`config.mk`:
```
export PLATFORM = sky130hd
export DESIGN_NAME = wptr_side_rptr_decoder_flat
export DESIGN_NICKNAME = d
export VERILOG_FILES = /design/src/rtl/wptr_side_rptr_decoder_if.sv /design/src/rtl/wptr_side_rptr_decoder.sv /design/src/flat_wrapper.sv
export SDC_FILE = /design/constraint.sdc
export NUM_CORES = 1
export LEC_CHECK = 0
export CORE_MARGIN = 4
export CORE_UTILIZATION = 30
export DETAILED_ROUTE_END_ITERATION = 10
export PLACE_DENSITY = 0.53
export SYNTH_ARGS = -nofsm -noshare
export SYNTH_HDL_FRONTEND = slang
export SYNTH_SLANG_ARGS = --single-unit
```
`constraint.sdc`:
```
create_clock -name wclk -period 1.9 [get_ports wclk]
set_clock_uncertainty 0.05 [all_clocks]
set_input_delay 0.475 -clock wclk [delete_from_list [all_inputs] [get_ports wclk]]
set_output_delay 0.475 -clock wclk [all_outputs]
set_load 0.03 [all_outputs]
```
`src/rtl/wptr_side_rptr_decoder_if.sv`:
```
// Signal bundle between the write-side producer/pointer logic and the read-pointer receiver.
// The master drives the raw pointers and error clear; the slave returns synchronized status.
interface wptr_side_rptr_decoder_if #(
    parameter int PTR_WIDTH = 3
);
    logic [PTR_WIDTH:0] g_rptr;
    logic [PTR_WIDTH:0] b_wptr;
    logic               err_clr;
    logic [PTR_WIDTH:0] g_rptr_sync;
    logic [PTR_WIDTH:0] b_rptr_sync;
    logic [PTR_WIDTH:0] wlevel;
    logic               almost_full;
    logic               gray_err;
    logic               lvl_err;

    modport master (
        output g_rptr,
        output b_wptr,
        output err_clr,
        input  g_rptr_sync,
        input  b_rptr_sync,
        input  wlevel,
        input  almost_full,
        input  gray_err,
        input  lvl_err
    );

    modport slave (
        input  g_rptr,
        input  b_wptr,
        input  err_clr,
        output g_rptr_sync,
        output b_rptr_sync,
        output wlevel,
        output almost_full,
        output gray_err,
        output lvl_err
    );
endinterface

```
`src/rtl/wptr_side_rptr_decoder.sv`:
```
// Write-domain receiver for the Gray read pointer: synchronizes, decodes, and derives
// a pessimistic fill level with almost-full and two sticky integrity flags.
module wptr_side_rptr_decoder #(
    parameter int PTR_WIDTH   = 3,
    parameter int SYNC_STAGES = 2,
    parameter int AF_THRESH   = 6
) (
    input  logic                   wclk,
    input  logic                   wrst_n,
    wptr_side_rptr_decoder_if.slave bus
);
    localparam int W = PTR_WIDTH + 1;
    localparam logic [W-1:0] ZERO_W    = {W{1'b0}};
    localparam logic [W-1:0] ONE_W     = {{(W-1){1'b0}}, 1'b1};
    localparam logic [W-1:0] DEPTH_LVL = {1'b1, {PTR_WIDTH{1'b0}}};
    localparam logic [W-1:0] AF_LVL    = W'(AF_THRESH);

    function automatic logic [W-1:0] gray_to_bin(input logic [W-1:0] g);
        logic [W-1:0] b;
        b = g;
        for (int i = W - 2; i >= 0; i--) begin
            b[i] = b[i+1] ^ g[i];
        end
        return b;
    endfunction

    // True when more than one bit is set (clearing the lowest set bit leaves something).
    function automatic logic multi_bit(input logic [W-1:0] d);
        return ((d & (d - ONE_W)) != ZERO_W);
    endfunction

    logic [SYNC_STAGES-1:0][W-1:0] sync_q, sync_d;
    logic [W-1:0] g_prev_q, g_prev_d;
    logic [W-1:0] b_rptr_q, b_rptr_d;
    logic [W-1:0] wlevel_q, wlevel_d;
    logic         almost_full_q, almost_full_d;
    logic         gray_err_q, gray_err_d;
    logic         lvl_err_q, lvl_err_d;

    logic [W-1:0] g_sync_s;
    logic [W-1:0] lvl_next_s;
    logic         gray_hit_s;
    logic         lvl_hit_s;

    assign g_sync_s = sync_q[SYNC_STAGES-1];

    // Next-state for the synchronizer chain, decode and level path.
    always_comb begin
        sync_d        = {sync_q[SYNC_STAGES-2:0], bus.g_rptr};
        g_prev_d      = g_sync_s;
        b_rptr_d      = gray_to_bin(g_sync_s);
        lvl_next_s    = bus.b_wptr - b_rptr_q;
        wlevel_d      = lvl_next_s;
        almost_full_d = (lvl_next_s >= AF_LVL);
    end

    // Sticky error flags; a fresh detection outranks a simultaneous clear.
    always_comb begin
        gray_hit_s = multi_bit(g_sync_s ^ g_prev_q);
        lvl_hit_s  = (lvl_next_s > DEPTH_LVL);
        gray_err_d = gray_err_q;
        lvl_err_d  = lvl_err_q;
        if (gray_hit_s) begin
            gray_err_d = 1'b1;
        end else if (bus.err_clr) begin
            gray_err_d = 1'b0;
        end else begin
            gray_err_d = gray_err_q;
        end
        if (lvl_hit_s) begin
            lvl_err_d = 1'b1;
        end else if (bus.err_clr) begin
            lvl_err_d = 1'b0;
        end else begin
            lvl_err_d = lvl_err_q;
        end
    end

    always_ff @(posedge wclk or negedge wrst_n) begin
        if (!wrst_n) begin
            sync_q        <= '0;
            g_prev_q      <= ZERO_W;
            b_rptr_q      <= ZERO_W;
            wlevel_q      <= ZERO_W;
            almost_full_q <= 1'b0;
            gray_err_q    <= 1'b0;
            lvl_err_q     <= 1'b0;
        end else begin
            sync_q        <= sync_d;
            g_prev_q      <= g_prev_d;
            b_rptr_q      <= b_rptr_d;
            wlevel_q      <= wlevel_d;
            almost_full_q <= almost_full_d;
            gray_err_q    <= gray_err_d;
            lvl_err_q     <= lvl_err_d;
        end
    end

    assign bus.g_rptr_sync = g_sync_s;
    assign bus.b_rptr_sync = b_rptr_q;
    assign bus.wlevel      = wlevel_q;
    assign bus.almost_full = almost_full_q;
    assign bus.gray_err    = gray_err_q;
    assign bus.lvl_err     = lvl_err_q;

endmodule
```
`src/flat_wrapper.sv`:
```
// flat-port wrapper written by rule: the top's interface ports become plain ports
module wptr_side_rptr_decoder_flat 
#(
    parameter int PTR_WIDTH   = 3,
    parameter int SYNC_STAGES = 2,
    parameter int AF_THRESH   = 6
)
  (wclk, wrst_n, bus_g_rptr, bus_b_wptr, bus_err_clr, bus_g_rptr_sync, bus_b_rptr_sync, bus_wlevel, bus_almost_full, bus_gray_err, bus_lvl_err);
  wptr_side_rptr_decoder_if #(.PTR_WIDTH(PTR_WIDTH)) bus_i ();
  input  logic wclk;
  input  logic wrst_n;
  input wire logic [$bits(bus_i.g_rptr)-1:0] bus_g_rptr;
  input wire logic [$bits(bus_i.b_wptr)-1:0] bus_b_wptr;
  input wire logic [$bits(bus_i.err_clr)-1:0] bus_err_clr;
  output wire logic [$bits(bus_i.g_rptr_sync)-1:0] bus_g_rptr_sync;
  output wire logic [$bits(bus_i.b_rptr_sync)-1:0] bus_b_rptr_sync;
  output wire logic [$bits(bus_i.wlevel)-1:0] bus_wlevel;
  output wire logic [$bits(bus_i.almost_full)-1:0] bus_almost_full;
  output wire logic [$bits(bus_i.gray_err)-1:0] bus_gray_err;
  output wire logic [$bits(bus_i.lvl_err)-1:0] bus_lvl_err;
  assign bus_i.g_rptr = bus_g_rptr;
  assign bus_i.b_wptr = bus_b_wptr;
  assign bus_i.err_clr = bus_err_clr;
  assign bus_g_rptr_sync = bus_i.g_rptr_sync;
  assign bus_b_rptr_sync = bus_i.b_rptr_sync;
  assign bus_wlevel = bus_i.wlevel;
  assign bus_almost_full = bus_i.almost_full;
  assign bus_gray_err = bus_i.gray_err;
  assign bus_lvl_err = bus_i.lvl_err;
  wptr_side_rptr_decoder #(.PTR_WIDTH(PTR_WIDTH), .SYNC_STAGES(SYNC_STAGES), .AF_THRESH(AF_THRESH)) u_core (.wclk(wclk), .wrst_n(wrst_n), .bus(bus_i));
endmodule
```
=== Word level (Yosys, flattened, before mapping) ===
Cells that the tools add are included.
W data, S select, Z words.

* Add/sub/neg operators: 2
* Order comparisons: 2
* Mux-type cells: 3
* Bitwise operators: 5
* Reductions and logical operators: 3

{| class="wikitable"
|+ Operators with widths
! cell !! count
|-
| $and A4 B4 Y4 || 1
|-
| $ge A4 B3 Y1 const B || 1
|-
| $gt A4 B4 Y1 const B || 1
|-
| $reduce_bool A2 Y1 || 2
|-
| $reduce_bool A4 Y1 || 1
|-
| $sub A4 B1 Y4 const B || 1
|-
| $sub A4 B4 Y4 || 1
|-
| $xor A4 B4 Y4 || 1
|-
| $mux W1 || 3
|-
| $xor A1 B1 Y1 || 3
|}

* Flip-flop bits (word level): 23
* Output and inout port bits: 15

=== Logic depth before layout (Yosys ltp) ===
* Word-level depth: 5
* Depth in mapped cells: 6
* Mapped depth without buffers: 6

=== Worst setup path after synthesis ===
OpenSTA, ideal clock, no wires.

* Path kind: register to register
* From: reg u_core.b_rptr_q[0] (netlist: u_core.bus.b_rptr_sync[0])
* To: reg u_core.lvl_err_q (netlist: u_core.bus.lvl_err)
* Setup time: 101 ps
* Data arrival time: 1,560 ps
* Setup slack: 190 ps
* Cell stages (with the launch flop): 6
* Buffers on the path: 0
* Clock period less this slack: 1,710 ps
* Cell sequence: dfrtp_1 > ha_1 > fa_1 > xnor2_1 > nor3_1 > o32ai_1

* Cells in the longest elaborated chain, start to end: 3
* Elaborated cells between the ends (all ways): 4

{| class="wikitable"
|+ RTL lines
! item !! line !! source
|-
| start, declared || wptr_side_rptr_decoder.sv:34 || <nowiki>logic [W-1:0] b_rptr_q, b_rptr_d;</nowiki>
|-
| start signal, assigned || wptr_side_rptr_decoder.sv:91 || <nowiki>b_rptr_q <= b_rptr_d;</nowiki>
|-
| $sub A4 B4 Y4 * || wptr_side_rptr_decoder.sv:52 || <nowiki>lvl_next_s = bus.b_wptr - b_rptr_q;</nowiki>
|-
| net u_core.lvl_next_s[2] || wptr_side_rptr_decoder.sv:41 || <nowiki>logic [W-1:0] lvl_next_s;</nowiki>
|-
| $gt A4 B4 Y1 * || wptr_side_rptr_decoder.sv:60 || <nowiki>lvl_hit_s = (lvl_next_s > DEPTH_LVL);</nowiki>
|-
| $mux W1 or $reduce_bool A2 Y1 (tied branches) || - ||
|-
| end signal, assigned || wptr_side_rptr_decoder.sv:95 || <nowiki>lvl_err_q <= lvl_err_d;</nowiki>
|-
| end, declared || wptr_side_rptr_decoder.sv:38 || <nowiki>logic lvl_err_q, lvl_err_d;</nowiki>
|}

The timed path passes the listed nets; every way through them passes the cells marked *.
A chain may end at the register's enable or synchronous reset.

=== Final worst setup path ===
* From: in bus_b_wptr[0]
* To: reg u_core.lvl_err_q (netlist: u_core.bus.lvl_err)

* Cells in the longest elaborated chain, start to end: 3
* Elaborated cells between the ends (all ways): 4

{| class="wikitable"
|+ RTL lines
! item !! line !! source
|-
| start, declared || flat_wrapper.sv:13 || <nowiki>input wire logic [$bits(bus_i.b_wptr)-1:0] bus_b_wptr;</nowiki>
|-
| $sub A4 B4 Y4 * || wptr_side_rptr_decoder.sv:52 ||
|-
| net u_core.lvl_next_s[1] || wptr_side_rptr_decoder.sv:41 ||
|-
| $gt A4 B4 Y1 * || wptr_side_rptr_decoder.sv:60 ||
|-
| $mux W1 or $reduce_bool A2 Y1 (tied branches) || - ||
|}

Marked as above.

==> summary.txt <==
Logic synthesis
  – Syn Area/Cell: roughly 14 um2
  – Count of flip-flops with a built-in enable after synthesis: 0
  – Seq/Total Area, Yosys: 68.6%
  – Area share of the largest cell type after synthesis: approximately 69%
  – Syn nets: 72
  – Multiplexer area fraction after synthesis: 0%
  – Largest area contributor in the netlist: dfrtp_1
  – Ys async rst share: between 90% and 100%
  – Cells after synthesis: 57
  – Top post-synthesis cells by area: dfrtp_1, xor2_1, ha_1
  – Post-synthesis cell type count: 17
  – Compound-Gate Fraction of Synth Area: 4.99%
  – Post-Synth Adder-Cell Area: 7.18%
  – Most frequent cell after synthesis: dfrtp_1
  – Mapped cell area: roughly 800 um2
  – Largest family of logic cells by synthesized area: XOR/XNOR gates
  – Post-Synth XOR/XNOR Area: 9.83%
  – YS warnings: 0
  – Most used DFF post-synth: dfrtp_1
  – Simple-Gate Fraction of Synth Area: 3.74%
  – #FFs+latches synth: 22
  – Synth cell count leaders: dfrtp_1, inv_1, xor2_1, ha_1

Global routing
  – Largest net degree at the start of global routing: 23
  – Initial antenna violation count: 0
  – Total global routing overflow: 0
  – First-pass GRT wire length: 2.12 mm
  – Vias in the first global route: 507
  – Gr usage total: 8.39%

STA
  – Fin crit share: 98.3%
  – Max Clk Rate: ~0.54 GHz
  – Worst-Margin Slew: about 330 ps
  – Max_slew headroom: 78.2%
  – RSZ-0062 raised after global routing: false
  – Final Hold Viols: 0
  – Fin crit period: 1870 ps
  – Max-slew violations: 0
  – # setup viols final: 0
  – Final TNS setup: 0 ps

Die
  – Initial core utilization: 31.8%
  – Rows: 18
  – IO Count: 26
  – Die footprint: 3560 um2
  – Core ar.: 2520 um2
  – Die width: about 60 um
  – Die Y: 59.7 um

Flow run
  – Max Cap Violations: 0

Pwr
  – Maximum vdd drop: 0.699 mV
  – Pleak: 0.565 nW
  – Power Total: around 1.3 mW
  – PD cells: 1110 nW/um2

Worst setup path
  – Crit Path Class: primary input to flop
  – Critical Path RT: 2040 ps
  – CP Max Fanout: 3
  – Crit path DAT: about 2000 ps
  – Critical path capture point type: flop
  – Critical path launch point type: primary input

Clock network
  – Total CTS buffers: 3
  – CTS H-Tree Depth: 1
  – Worst-skew pair later-pin latency: ~300 ps
  – Hold buffer count at cts: 0
  – CTS tree: built
  – Clock Sinks: 22
  – Clock Tree Buf Depth: 2
  – Clock-pin slew on the worst setup and hold paths: 120 ps
  – CTS root buffer: clkbuf_4

Detailed routing
  – First DRT Iteration DRCs: 10
  – Drt pass-1 iters: 5
  – Antenna viol nets, final: 0
  – Via density: 4.37
  – WL final: 1.37 mm
  – DR WL/cell: ~12 um
  – Via count: 511
  – Final routed DRC violation total: 0

Layout
  – Storage cell area: 551 um2
  – Share of layout cells above drive strength 1: 10.3%
  – Multi-input gate area: roughly 220 um2
  – Area Growth Syn to Fin: 44.9%
  – Antenna cells: 0
  – Final Non-Filler Cells: 117
  – Number of fill cells: between 200 and 250
  – Nets: 103

Placed design
  – GPL Wtd Cong: 0.780
  – DP HPWL: 1.07 mm
  – Dpl cells: ~110
  – Port Buffers: 25

Worst hold path
  – Hold Path Class: flop to flop

Outcome
  – Status: finished clean
-- cell type report --
cell class                 count  share of cell area [%]
sequential                    22                    47.4
timing repair buffer          28                    23.7
multi-input combinational     25                    18.6
tap                           30                    3.23
clock inverter                 1                    2.58
inverter                       8                    2.58
clock buffer                   3                    1.94
-- routing by layer --
metal	vias to the layer above	global-route usage (%)	wire length, um
met3	2	4.32	127
met4	0	2.85	7
met5	-	0	0
met1	248	8.26	518
li1	238	-	-
met2	23	15.0	712
-- where the power goes --
group          internal [mW]  total, mW  leakage [nW]  switching (mW)
Combinational          0.169      0.383         0.285           0.214
Sequential             0.530      0.558         0.252          0.0278
Clock                  0.213      0.351        0.0279           0.138
-- state kept, by name (all words and copies together) (netlist names) --
name,count
u_core.bus.gray_err,1
u_core.sync_d,4
u_core.bus.g_rptr_sync,4
u_core.bus.b_rptr_sync,4
u_core.g_prev_q,3
u_core.bus.lvl_err,1
u_core.bus.wlevel,4
u_core.bus.almost_full,1
-- critical path: stages --
cell	delay, ps
clkdlybuf4s50_1	460
inv_1	40
ha_1	190
fa_2	520
inv_1	60
nor3_1	170
o32ai_1	90
-- per-stage QoR --
stage / setup WS, ps / util, % / instance area, um2 / hold WS (ps)
2_1_floorplan: 190 / - / 802 / 129
3_3_place_gp: -228 / 43.5 / 1100 / 283
3_5_place_dp: -251 / 43.5 / 1100 / 287
4_1_cts: 4.31 / 45.3 / 1140 / 316
5_1_grt: 6.06 / 46.1 / 1160 / 325
6_report: 32.9 / 46.1 / 1160 / 311
-- worst paths after layout --
| check | slack, ps | end | cells past startpoint | start |
|---|---|---|---|---|
| worst max register to register | 280 | u_core.bus.lvl_err | 5 | u_core.bus.b_rptr_sync[0] |
| max in group asynchronous | 1140 | u_core.bus.b_rptr_sync[0] | 2 | wrst_n |
| worst min-delay path | 310 | u_core.bus.g_rptr_sync[3] | 0 | u_core.sync_d[7] |
| worst min register to register | 310 | u_core.bus.g_rptr_sync[3] | 0 | u_core.sync_d[7] |
| min in group asynchronous | 450 | u_core.bus.b_rptr_sync[3] | 2 | wrst_n |
| worst max-delay path | 30 | u_core.bus.lvl_err | 7 | bus_b_wptr[0] |
-- cells in the final DEF (no fill, tap or decap) --
cell type	count
a21oi_1	2
a222oi_1	1
and3_1	1
buf_4	3
bufinv_16	1
clkbuf_4	3
clkdlybuf4s50_1	15
dfrtp_1	22
dlygate4sd2_1	6
dlymetal6s2s_1	4
fa_2	1
ha_1	3
inv_1	8
nand2_1	2
nand3b_1	1
nor2_1	1
nor3_1	1
o21ai_0	1
o22ai_1	1
o32ai_1	1
xnor2_2	1
xor2_1	8
-- kinds of logic after synthesis --
| kind of cell | Yosys count |
|---|---|
| DFF | 22 |
| buffers and inverters | 10 |
| xor gates and xnor gates | 9 |
| AOI/OAI and AO/OA | 6 |
| and+or+nand+nor | 6 |
| adders and majority gates | 4 |
-- repair_timing --
action	in CTS	in global routing
setup endpoints to repair	6	5
cloned	0	0
gates resized for setup	6	6
pin swaps	0	0
buffers inserted	0	0
Power figures use the tool's default switching activity.
